$ cat src/rtl/fifo_wr_arbiter.sv
// Round-robin write arbiter in front of a sync FIFO. A winner keeps the
// grant for up to MaxBurst transfers, or until it drops valid. The grant
// is combinational: a request is granted in the cycle it is raised. The
// payload is muxed straight through; nothing is stored.
module fifo_wr_arbiter #(
  parameter int NumReq    = 4,
  parameter int DataWidth = 8,
  parameter int MaxBurst  = 4
) (
  input  logic                          clk_i,
  input  logic                          reset_i,
  input  logic [NumReq-1:0]             req_valid_i,
  input  logic [NumReq*DataWidth-1:0]   req_data_i,
  output logic [NumReq-1:0]             req_ready_o,
  output logic                          wvalid_o,
  input  logic                          wready_i,
  output logic [DataWidth-1:0]          data_o,
  output logic [$clog2(NumReq)-1:0]     src_id_o,
  output logic [NumReq-1:0]             grant_o
);
  localparam int IdW  = $clog2(NumReq);
  localparam int CntW = $clog2(MaxBurst + 1);
  localparam logic [CntW:0]    BurstLast = (CntW+1)'(MaxBurst);
  localparam logic [IdW-1:0]   LastId    = IdW'(NumReq - 1);

  typedef enum logic {IDLE, LOCKED} state_t;

  state_t          state;
  logic [IdW-1:0]  rr_ptr, owner;
  logic [CntW-1:0] burst_cnt;

  logic            found, active, xfer;
  logic [IdW-1:0]  pick, winner;
  logic [CntW:0]   burst_inc;

  // Index after i, wrapping at NumReq (NumReq need not be a power of 2).
  function automatic logic [IdW-1:0] wrap_inc(input logic [IdW-1:0] i);
    return (i == LastId) ? '0 : i + 1'b1;
  endfunction

  // Rotating-priority search: first valid requester at or above rr_ptr.
  always_comb begin
    found = 1'b0;
    pick  = '0;
    for (int i = 0; i < NumReq; i++) begin
      if (!found && req_valid_i[IdW'((int'(rr_ptr) + i) % NumReq)]) begin
        found = 1'b1;
        pick  = IdW'((int'(rr_ptr) + i) % NumReq);
      end
    end
  end

  // While locked the owner alone may drive; dropping valid releases it at once.
  assign winner    = (state == LOCKED) ? owner : pick;
  assign active    = !reset_i && ((state == LOCKED) ? req_valid_i[owner] : found);
  assign xfer      = active && wready_i;
  assign burst_inc = {1'b0, burst_cnt} + 1'b1;

  assign wvalid_o  = active;
  assign src_id_o  = active ? winner : '0;
  assign data_o    = active ? req_data_i[int'(winner)*DataWidth +: DataWidth] : '0;

  for (genvar k = 0; k < NumReq; k++) begin : g_req
    assign grant_o[k]     = active && (winner == IdW'(k));
    assign req_ready_o[k] = grant_o[k] && wready_i;
  end

  // Grant FSM: lock onto a winner, release on burst end or valid drop.
  always_ff @(posedge clk_i) begin
    if (reset_i) begin
      state     <= IDLE;
      rr_ptr    <= '0;
      owner     <= '0;
      burst_cnt <= '0;
    end else begin
      case (state)
        IDLE: begin
          if (found) begin
            if (xfer && MaxBurst == 1) begin
              rr_ptr <= wrap_inc(pick);
            end else begin
              // Lock on a stall too, so the offered grant cannot move.
              state     <= LOCKED;
              owner     <= pick;
              burst_cnt <= xfer ? CntW'(1) : '0;
            end
          end
        end
        LOCKED: begin
          if (!req_valid_i[owner]) begin
            state  <= IDLE;
            rr_ptr <= wrap_inc(owner);
          end else if (xfer && burst_inc == BurstLast) begin
            state     <= IDLE;
            rr_ptr    <= wrap_inc(owner);
            burst_cnt <= '0;
          end else if (xfer) begin
            burst_cnt <= burst_inc[CntW-1:0];
          end
        end
        default: state <= IDLE;
      endcase
    end
  end
endmodule

$ cat config.mk
export PLATFORM = sky130hd
export DESIGN_NAME = fifo_wr_arbiter
export DESIGN_NICKNAME = d
export VERILOG_FILES = /design/src/rtl/fifo_wr_arbiter.sv
export SDC_FILE = /design/constraint.sdc
export NUM_CORES = 1
export LEC_CHECK = 0
export ABC_CLOCK_PERIOD_IN_PS = 3000
export BUFFER_PORTS_ARGS = -buffer_cell sky130_fd_sc_hd__buf_2
export CORE_ASPECT_RATIO = 1.2
export CORE_MARGIN = 5
export CORE_UTILIZATION = 45
export CTS_CLUSTER_SIZE = 14
export DETAILED_ROUTE_END_ITERATION = 12
export GPL_ROUTABILITY_DRIVEN = 0
export GPL_TIMING_DRIVEN = 0
export PLACE_DENSITY = 0.92
export SLEW_MARGIN = 15
export SYNTH_ARGS = -nofsm -noshare
export SYNTH_HDL_FRONTEND = slang
export SYNTH_SLANG_ARGS = --single-unit
$ cat constraint.sdc
create_clock -name clk_i -period 3 [get_ports clk_i]
set_input_delay 0.3 -clock clk_i [delete_from_list [all_inputs] [get_ports clk_i]]
set_output_delay 0.3 -clock clk_i [all_outputs]
set_load 0.02 [all_outputs]
==> flow_summary.ini <==
[grt]
grt_usage = 0.187
antenna_found_initial = 0
grt-ovfl-total = 0
grt_pass1_vias = 1127
grt_pass1_wl_mm = 4.51
grt_max_degree = 11

[cts]
cts.sinks = 8
cts_made_buffers = 3
cts_tree = built
cts_buffer_depth = 2
cts_resized = 0
post_cts_buffers = 0
cts-root-buf = clkbuf_4
cts_hold_buf = 0
path_clk_slew_ps = 60
cts_htree_levels = 1
insertion_delay_ps = 260

[synth]
synth_area_sq_um = 913
ys_ff_latch = 8
synthCells = 110
yosys_warnings = 0
synth.distinct_cells = 37
syn-num-nets = 152
yosysSeqAreaShare = 0.175
syn_avg_cell_area_sq_um = 8.30

[layout]
syn2layout_area_growth_pct = 35.8
regArea_sq_um = 160
drive_gt1_frac = 0.432
final_cells = 188
nets = 213
multiInputGateArea_sq_um = 712
antennaDiodeCount = 0
fillerInstances = 155

[min_path]
hold_path.class = input port to flip-flop

[pwr]
comb_power_share = 0.519
powerDensity_mw_per_mm2 = 353
ir_drop_uv = 193
p_int_mw = 0.259
pwr-share-clk = 0.204
pwr-share-seq = 0.276
power_switching_mw = 0.178
switching_share = 0.408
p_leak_nw = 0.611
finalPower_mw = 0.437

[worst_setup_path]
r2r_start = owner[0]
arrival_ps = 2230
startpoint_type = flip-flop
reg2reg_to = rr_ptr[0]
path_class = flip-flop to primary output
end_kind = primary output
worst_ep_required_time_ps = 2700
startpoint = owner[0]
reg2reg_slack_ps = 1120
worstSetupEndpoint = data_o[0]
crit_fanout = 10
ff2ff_path_depth = 3

[die]
die-area_sq_mm = 0.00303
dieWidth_microns = 51.1
io_pins = 58
start_util = 0.482
rows = 17
fp.dieH_microns = 59.4
core_area_sq_mm = 0.00189

[sta]
tightest_slew_ps = 415
fin_ws_ps = 469
finalCritPeriodShare = 0.844
rsz0062_at_grt = false
setup_tns_ps = 0
fin_crit_ps = 2530
clock_skew_ps = 6.41
max_freq_mhz = 395
hold_viol = 0
slew_headroom = 0.721
slew_violations = 0
finalSetupViolCount = 0

[placed_design]
dp_cells = 185
place_ws_ps = 741
hpwl_mm = 2.37
io_buffers = 56

[route]
ant_nets = 0
firstDrtPassIters = 4
drc = 0
drt_wl_total_mm = 2.78
post_drt_via_cell_ratio = 5.89
vias = 1108
wl_per_cell_microns = 14.8
drt_iter0_markers = 19

[run]
drv_cap = 0

[status]
outcome = complete, no violations
## worst max-delay path, cell delays in order (launching register included)
cell and delay [ps]:
dfxtp_1 430, mux4_1 630, nand2_1 220, a21oi_2 120, nand2_1 100, buf_4 190
o22ai_1 110, buf_2 170
## layer usage
layer | up-vias | part of all wire | global-route usage
li1 | 537 | - | -
met1 | 508 | 0.36 | 0.182
met2 | 58 | 0.51 | 0.366
met3 | 5 | 0.11 | 0.0630
met4 | 0 | 0.010 | 0.0538
met5 | - | 0 | 0
## placed cells by master, fill, tap and decap left out, types with 2 or more instances in the layout
cell | netlist | layout
o21ai_0 | 2 | 2
clkbuf_4 | 0 | 3
nor2_1 | 9 | 9
nand3_1 | 3 | 3
nor3_1 | 2 | 2
nand2b_1 | 4 | 4
and2_1 | 3 | 3
inv_1 | 2 | 2
a32oi_1 | 2 | 2
clkbuf_1 | 2 | 2
a21oi_1 | 10 | 10
buf_4 | 2 | 2
a32o_1 | 2 | 2
o22ai_2 | 6 | 6
nand2_1 | 11 | 11
dfxtp_1 | 8 | 8
nor2b_1 | 2 | 2
o22ai_1 | 2 | 2
buf_2 | 0 | 56
ha_1 | 3 | 3
mux2i_1 | 17 | 17
## final cells by class
class	count	area share
multi-input cells	95	0.574
well taps	19	0.0192
plain buffers	5	0.0272
flip-flops and latches	8	0.129
inverters	2	0.00605
repair buffers	56	0.226
clock buffers	3	0.0182
## how the worst min path moves through the flow
stage | from | end | slack, ps | cells past startpoint
floorplan | burst_cnt[2] | burst_cnt[2] | 450 | 2
global placement | burst_cnt[2] | burst_cnt[2] | 470 | 2
detailed placement | burst_cnt[2] | burst_cnt[2] | 490 | 2
CTS | wready_i | state | 350 | 3
global route | wready_i | state | 370 | 3
finish | wready_i | state | 350 | 3
## through the flow
stage          area [sq um]  hold WS [ps]   util
2_1_floorplan           913           454      -
3_3_place_gp           1220           472  0.643
3_5_place_dp           1220           494  0.643
4_1_cts                1240           354  0.655
5_1_grt                1240           373  0.655
6_report               1240           354  0.655
## cell families (layout without fill, tap and decap cells)
| logic type | after synthesis | count (layout) | synth area share |
|---|---|---|---|
| AOI/OAI and AO/OA | 31 | 31 | 0.279 |
| and+or+nand+nor | 42 | 42 | 0.232 |
| adders and majority gates | 3 | 3 | 0.0411 |
| buffers and inverters | 7 | 66 | 0.0452 |
| muxes | 19 | 19 | 0.227 |
| DFF | 8 | 8 | 0.175 |
## synthesized netlist by cell type
cell type / n / area [sq um]
nor4_1: 1 / 6.26
nor2b_1: 2 / 12.5
a21oi_2: 1 / 8.76
mux4_1: 1 / 26.3
o22ai_2: 6 / 75.1
or3b_1: 1 / 8.76
buf_6: 1 / 11.3
a21boi_0: 1 / 7.51
and3_1: 1 / 6.26
nand2_1: 11 / 41.3
nand3_1: 3 / 15.0
mux2_2: 1 / 11.3
a32oi_1: 2 / 17.5
o31ai_1: 1 / 7.51
clkbuf_1: 2 / 7.51
nor3b_1: 1 / 7.51
nand2_2: 1 / 6.26
a21oi_1: 10 / 50.1
nand2b_1: 4 / 25.0
o211ai_1: 1 / 7.51
nand4_1: 1 / 6.26
buf_4: 2 / 15.0
o22ai_1: 2 / 12.5
nor3_1: 2 / 10.0
nor2_1: 9 / 33.8
a21o_4: 1 / 15.0
a21o_1: 1 / 7.51
o21ai_0: 2 / 10.0
ha_1: 3 / 37.5
and2_1: 3 / 18.8
inv_1: 2 / 7.51
or2_1: 1 / 6.26
mux2i_1: 17 / 170
o41ai_2: 1 / 16.3
or4_1: 1 / 7.51
a32o_1: 2 / 20.0
dfxtp_1: 8 / 160
## registers in the layout (all words and copies together), names as in the netlist
register   count
burst_cnt      3
owner          2
rr_ptr         2
state          1
## power groups by stage
stage	logic, mW	registers, mW	clock network [mW]
2_1_floorplan	0.160	0.121	0
3_3_place_gp	0.221	0.122	0
3_5_place_dp	0.228	0.123	0
4_1_cts	0.228	0.121	0.0890
5_1_grt	0.247	0.122	0.0951
6_report	0.227	0.121	0.0894
No activity file was read; power rests on OpenSTA's default activity.
